**src/rtl/scan_pkg.sv**
```systemverilog
// Shared types and constants for the row scan sequencer and its row finder.
package scan_pkg;

  localparam int NUM_ROWS = 8;
  localparam int SEL_W    = 3;

  typedef enum logic [1:0] {
    IDLE  = 2'd0,
    DWELL = 2'd1,
    BLANK = 2'd2
  } scan_state_e;

endpackage

```
**src/rtl/next_row_finder.sv**
```systemverilog
// Wrap-around priority pick: the first unmasked row strictly after cur,
// wrapping through row 7 back to row 0. Purely combinational.
module next_row_finder
  import scan_pkg::*;
(
  input  logic [SEL_W-1:0]    cur,
  input  logic [NUM_ROWS-1:0] skip_mask,
  output logic [SEL_W-1:0]    nxt,
  output logic                wrap,
  output logic                none_valid
);

  localparam int CW = SEL_W + 1;

  logic [SEL_W:0] cand;
  logic           found;

  // The carry out of cur+i marks a pick that wrapped past row 7; i reaches
  // NUM_ROWS so that cur itself is found as a wrapped pick.
  always_comb begin
    nxt   = '0;
    wrap  = 1'b0;
    found = 1'b0;
    cand  = '0;
    for (int i = 1; i <= NUM_ROWS; i++) begin
      cand = {1'b0, cur} + CW'(i);
      if (!found && !skip_mask[cand[SEL_W-1:0]]) begin
        found = 1'b1;
        nxt   = cand[SEL_W-1:0];
        wrap  = cand[SEL_W];
      end
    end
  end

  assign none_valid = &skip_mask;

endmodule

```
**src/rtl/row_scan_sequencer.sv**
```systemverilog
// Row select sequencer feeding a 3-to-8 decoder: per-row dwell, fixed
// blanking, skip masking, continuous or one-shot frames.
//
//   state | meaning
//   IDLE  | not scanning; waits for en=1 with the done latch clear
//   DWELL | current row driven, active=1, dwell counter running
//   BLANK | sel held, active=0 for BLANK_CYCLES before the next row
module row_scan_sequencer
  import scan_pkg::*;
#(
  parameter int DWELL_W      = 8,
  parameter int BLANK_CYCLES = 2
) (
  input  logic                clk,
  input  logic                rst,
  input  logic                en,
  input  logic                one_shot,
  input  logic [DWELL_W-1:0]  dwell,
  input  logic [NUM_ROWS-1:0] skip_mask,
  output logic [SEL_W-1:0]    sel,
  output logic                active,
  output logic                row_start,
  output logic                frame_done,
  output logic                busy
);

  localparam int BLANK_W = (BLANK_CYCLES > 1) ? $clog2(BLANK_CYCLES + 1) : 1;
  localparam logic [BLANK_W-1:0] BLANK_LOAD = BLANK_W'(BLANK_CYCLES);
  localparam logic [BLANK_W-1:0] BLANK_ONE  = BLANK_W'(1);
  localparam logic [DWELL_W-1:0] DWELL_ONE  = DWELL_W'(1);

  scan_state_e        state_q, state_d;
  logic [SEL_W-1:0]   sel_q, sel_d;
  logic [DWELL_W-1:0] cnt_q, cnt_d;
  logic [BLANK_W-1:0] blank_q, blank_d;
  logic               active_q, active_d;
  logic               row_start_q, row_start_d;
  logic               frame_done_q, frame_done_d;
  logic               busy_q, busy_d;
  logic               done_q, done_d;

  logic [SEL_W-1:0]   find_cur;
  logic [SEL_W-1:0]   nxt;
  logic               wrap;
  logic               none_valid;
  logic               decide;
  logic [DWELL_W-1:0] dwell_load;

  // From IDLE the search starts after the last row, yielding the lowest
  // unmasked row without a second finder.
  assign find_cur   = (state_q == IDLE) ? SEL_W'(NUM_ROWS - 1) : sel_q;
  assign dwell_load = (dwell == '0) ? DWELL_ONE : dwell;

  next_row_finder u_finder (
    .cur        (find_cur),
    .skip_mask  (skip_mask),
    .nxt        (nxt),
    .wrap       (wrap),
    .none_valid (none_valid)
  );

  always_comb begin
    state_d      = state_q;
    sel_d        = sel_q;
    cnt_d        = cnt_q;
    blank_d      = blank_q;
    active_d     = 1'b0;
    row_start_d  = 1'b0;
    frame_done_d = 1'b0;
    done_d       = en & done_q;
    decide       = 1'b0;

    unique case (state_q)
      IDLE: begin
        if (en && !done_q && !none_valid) begin
          state_d     = DWELL;
          sel_d       = nxt;
          cnt_d       = dwell_load;
          active_d    = 1'b1;
          row_start_d = 1'b1;
        end
      end
      DWELL: begin
        if (!en) begin
          state_d = IDLE;
          sel_d   = '0;
          cnt_d   = '0;
          blank_d = '0;
        end else if (cnt_q <= DWELL_ONE) begin
          if (BLANK_CYCLES > 0) begin
            state_d = BLANK;
            blank_d = BLANK_LOAD;
            cnt_d   = '0;
          end else begin
            decide = 1'b1;
          end
        end else begin
          cnt_d    = cnt_q - DWELL_ONE;
          active_d = 1'b1;
        end
      end
      BLANK: begin
        if (!en) begin
          state_d = IDLE;
          sel_d   = '0;
          cnt_d   = '0;
          blank_d = '0;
        end else if (blank_q <= BLANK_ONE) begin
          decide = 1'b1;
        end else begin
          blank_d = blank_q - BLANK_ONE;
        end
      end
      default: begin
        state_d = IDLE;
        sel_d   = '0;
      end
    endcase

    // Next-row decision; a wrap in continuous mode starts the new frame in
    // the same cycle that reports the old one done.
    if (decide) begin
      if (none_valid || (wrap && one_shot)) begin
        state_d      = IDLE;
        sel_d        = '0;
        cnt_d        = '0;
        blank_d      = '0;
        frame_done_d = 1'b1;
        done_d       = !none_valid;
      end else begin
        state_d      = DWELL;
        sel_d        = nxt;
        cnt_d        = dwell_load;
        active_d     = 1'b1;
        row_start_d  = 1'b1;
        frame_done_d = wrap;
      end
    end

    busy_d = (state_d != IDLE);
  end

  always_ff @(posedge clk) begin
    if (rst) begin
      state_q      <= IDLE;
      sel_q        <= '0;
      cnt_q        <= '0;
      blank_q      <= '0;
      active_q     <= 1'b0;
      row_start_q  <= 1'b0;
      frame_done_q <= 1'b0;
      busy_q       <= 1'b0;
      done_q       <= 1'b0;
    end else begin
      state_q      <= state_d;
      sel_q        <= sel_d;
      cnt_q        <= cnt_d;
      blank_q      <= blank_d;
      active_q     <= active_d;
      row_start_q  <= row_start_d;
      frame_done_q <= frame_done_d;
      busy_q       <= busy_d;
      done_q       <= done_d;
    end
  end

  assign sel        = sel_q;
  assign active     = active_q;
  assign row_start  = row_start_q;
  assign frame_done = frame_done_q;
  assign busy       = busy_q;

endmodule

```
**config.mk**
```make
export PLATFORM = sky130hd
export DESIGN_NAME = row_scan_sequencer
export DESIGN_NICKNAME = d
export VERILOG_FILES = /design/src/rtl/scan_pkg.sv /design/src/rtl/next_row_finder.sv /design/src/rtl/row_scan_sequencer.sv
export SDC_FILE = /design/constraint.sdc
export NUM_CORES = 1
export LEC_CHECK = 0
export BUFFER_PORTS_ARGS = -buffer_cell sky130_fd_sc_hd__buf_2
export CELL_PAD_IN_SITES_DETAIL_PLACEMENT = 1
export CELL_PAD_IN_SITES_GLOBAL_PLACEMENT = 1
export CORE_MARGIN = 3
export CORE_UTILIZATION = 45
export CTS_BUF_LIST = sky130_fd_sc_hd__clkbuf_4 sky130_fd_sc_hd__clkbuf_8
export DETAILED_ROUTE_END_ITERATION = 6
export PLACE_DENSITY_LB_ADDON = 0.1
export SLEW_MARGIN = 20
export SYNTH_ARGS = -nofsm -noshare
export SYNTH_HDL_FRONTEND = slang
export SYNTH_SLANG_ARGS = --single-unit
```
**constraint.sdc**
```tcl
create_clock -name clk -period 5 [get_ports clk]
set_input_delay 0 -clock clk [delete_from_list [all_inputs] [get_ports clk]]
set_output_delay 0 -clock clk [all_outputs]
set_load 0.01 [all_outputs]
```
==> impl_metrics.toml <==
[drt]
firstDrtPassIters = 4
ant_nets = 0
drt-vias-per-instance = 6.34
wl_met3_um = 195
top_layer_used = "met4"
finalWirelength_mm = 7.75
number_of_drc_violations_after_detailed_routing = 0
total_number_of_vias = 2467
detail_route.iter0.violations = 114
routed_wire_length_per_instance_um = 19.9
wl_met2_mm = 4.05
route.layer.met1.wl_mm = 3.21

[clocking]
clock_tree_from_tritoncts = "built"
clkSinkCount = 20
ctsRootBufferMaster = "clkbuf_8"
cts.repair.resized = 0
clkLatencyLatePin_ns = 0.26
post-cts-setup-buffers = 0
cts-root-to-sink-buffers = 2
clk_transition_reported_paths_ns = 0.08
cts_max_level = 1
cts.hold.buffers_added = 1
cts_buffers = 3

[global_routing]
grt_first_pass_wirelength_mm = 13.0
grt_use_total_pct = 26.6
antenna_found_initial = 0
via_count_of_the_first_global_routing_pass = 2593
grt_max_degree = 22
grt_overflow_total = 0

[synth]
synth-xor-area-share_pct = 3.69
main_combinational_cell_family_by_area_after_synthesis = "compound AO/OA/AOI/OAI gates"
ys_types = 59
post_synth_and_or_nand_nor_area_fraction_pct = 26.7
synth-seq-cells = 20
share_of_the_synthesized_area_in_compound_gates_ao_oa_aoi_oai_pct = 27.7
synth-seq-area-share_pct = 17.1
synth_nets = 332
synth.avg_cell_area_um2 = 7.76
ys_dominant_reg_cell = "dfxtp_1"
synthArstFlopShare_pct = 0
synth_area_mm2 = 0.00234
muxShareOfSynthArea_pct = 14.7
syn-instance-count = 302
yosysWarnings = 0
synth_enable_flop_cells = 0
synth_adder_area_share_pct = 5.34

[timing]
clock_skew_ns = 0.00417
timing.final.hold_violations = 0
rsz_0062_raised_after_global_routing = "false"
setup_ws_ns = 0.868
setup-tns-final_ns = 0
slew_headroom_pct = 52.1
finalMaxSlewViolations = 0
achievable-frequency_ghz = 0.242
period_share_pct = 82.6
fin_crit_ns = 4.13
finalSetupViolations = 0
timing_worst_slew_pin_value_ns = 0.717

[critical_path]
cp-start-kind = "flip-flop"
critPathCaptureType = "flip-flop"
crit_path_cell_trace = "inv_1 -> ha_1 -> nor2_1 -> inv_1 -> ha_1 -> xnor2_2 -> mux4_2 -> and3_1 -> nand2_2 -> or3_4 -> a21boi_4 -> nor2_2 -> a221o_1"
critical_path.slowest_cell = "nor2_1"
crit_buf_inv = 2
critical_path.max_stage_delay_ns = 0.45
cp_max_fo = 7
cpLargestDelayFamily = "simple AND/OR/NAND/NOR gates"
critical_path_arrival_ns = 4.28
path_class = "reg2reg"
timing.critical_path.required_ns = 5.15

[placed_design]
placed_area_mm2 = 0.00251
post-place-ws_ns = 0.937
dpl.hpwl_mm = 6.02
globalplace.congestion = 0.951
buffer_ports.inserted = 26

[floorplanning]
die_h_um = 78.1
starting_density_of_the_core_pct = 48.0
core_region_area_mm2 = 0.00488
floorplan.io_pins = 27
fp.dieW_um = 78.1
die_area_mm2 = 0.00611
row_count = 25

[power_and_ir_drop]
powerDensity_mw_per_mm2 = 428
power.leakage_nw = 1.04
vdd_ir_drop_max_mv = 0.229
post-layout-total-power_mw = 1.10

[min_path]
hold_wc_path_type = "in2reg"

[cells_and_area]
post_route_cells_drive_above_1_share_pct = 17.7
multiInputGateArea_mm2 = 0.00183
flow.area_growth_from_synthesis_pct = 9.88
layout.cells.most_common_list = "buf_2 (26), nor2_1 (24), a21oi_1 (24), nand2_1 (22), dfxtp_1 (20)"
final_nets = 353
fillCellCount = 654
final_area_mm2 = 0.00257
seqCellArea_um2 = 400
final_common_cell = "buf_2"
antenna_cells_inserted = 0

[outcome]
status = "finished, final reports clean"

[job]
max_cap_violations = 0
==> path summary, 6_finish.rpt <==
check | endpoint | cells past startpoint | startpoint | slack, ns
min | cnt_q[6] | 2 | dwell[6] | 0.0005
max | cnt_q[1] | 13 | state_q[0] | 0.87
min reg2reg | done_q | 2 | done_q | 0.55
max reg2reg | cnt_q[1] | 13 | state_q[0] | 0.87
==> per-layer routing <==
layer	GRT usage [%]	up-vias
met5	0	-
li1	-	1176
met2	49.8	62
met3	1.72	30
met4	12.4	0
met1	30.5	1199
==> final cells by class <==
type	count	share of cell area, %
multi-input cells	256	71.1
flip-flops and latches	20	15.6
repair buffers	29	6.03
well taps	67	3.26
clock buffers	4	2.14
inverters	13	1.90
==> cell usage after synthesis (all sizes together) (2+ instances only) <==
cell type  count  share of area, %
a211oi         4               1.8
a21boi         4               1.8
a21o           4               1.3
a21oi         24               5.1
a221o          7               3.0
a22oi          5               1.6
a311oi         2              0.75
a31oi          5               1.3
and2           3              0.91
and3           3              0.80
and4           2              0.75
buf            6               1.5
clkbuf         7               1.1
dfxtp         20                17
ha            10               5.3
inv           13               2.1
mux2           6               3.0
mux2i         16               6.8
mux4           5               4.8
nand2         23               3.8
nand2b        11               2.9
nand3         14               3.0
nand4          2              0.53
nor2          26               4.6
nor2b          6               1.6
nor3          13               2.8
nor4           5               1.3
o211ai         4               1.3
o21ai         18               3.8
o21bai         3              0.96
o31ai          4               1.9
or3            2              0.75
or3b           6               2.2
xnor2          5               2.2
xor2           4               1.5
==> state kept, by name, indices dropped and copies added (netlist names) <==
signal and cells:
busy 1, blank_q 2, done_q 1, cnt_q 8
frame_done 1, active 1, state_q 2, sel 3
row_start 1
==> kinds of logic (layout without fill, tap and decap cells) <==
logic type	count (synthesis)	in the layout
flip-flops	20	20
AND/OR/NAND/NOR	118	118
XOR/XNOR	9	9
multiplexers	27	27
AO/OA/AOI/OAI	92	92
adder cells (fa/ha/maj)	10	10
buffers and inverters	26	46
==> metrics by stage <==
stage	std cells	hold WS, ns	utilization [%]
2_1_floorplan	302	0.138	-
3_3_place_gp	384	0.257	51.4
3_5_place_dp	384	0.269	51.4
4_1_cts	389	0.000415	52.7
5_1_grt	389	0.00372	52.7
6_report	389	0.000512	52.7
==> power breakdown <==
group,total [mW],leakage [nW],switching (mW),internal (mW)
Clock,0.129,0.0288,0.0588,0.0703
Combinational,0.729,0.849,0.428,0.301
Sequential,0.243,0.164,0.0598,0.183
(Power assumes the default switching activity.)
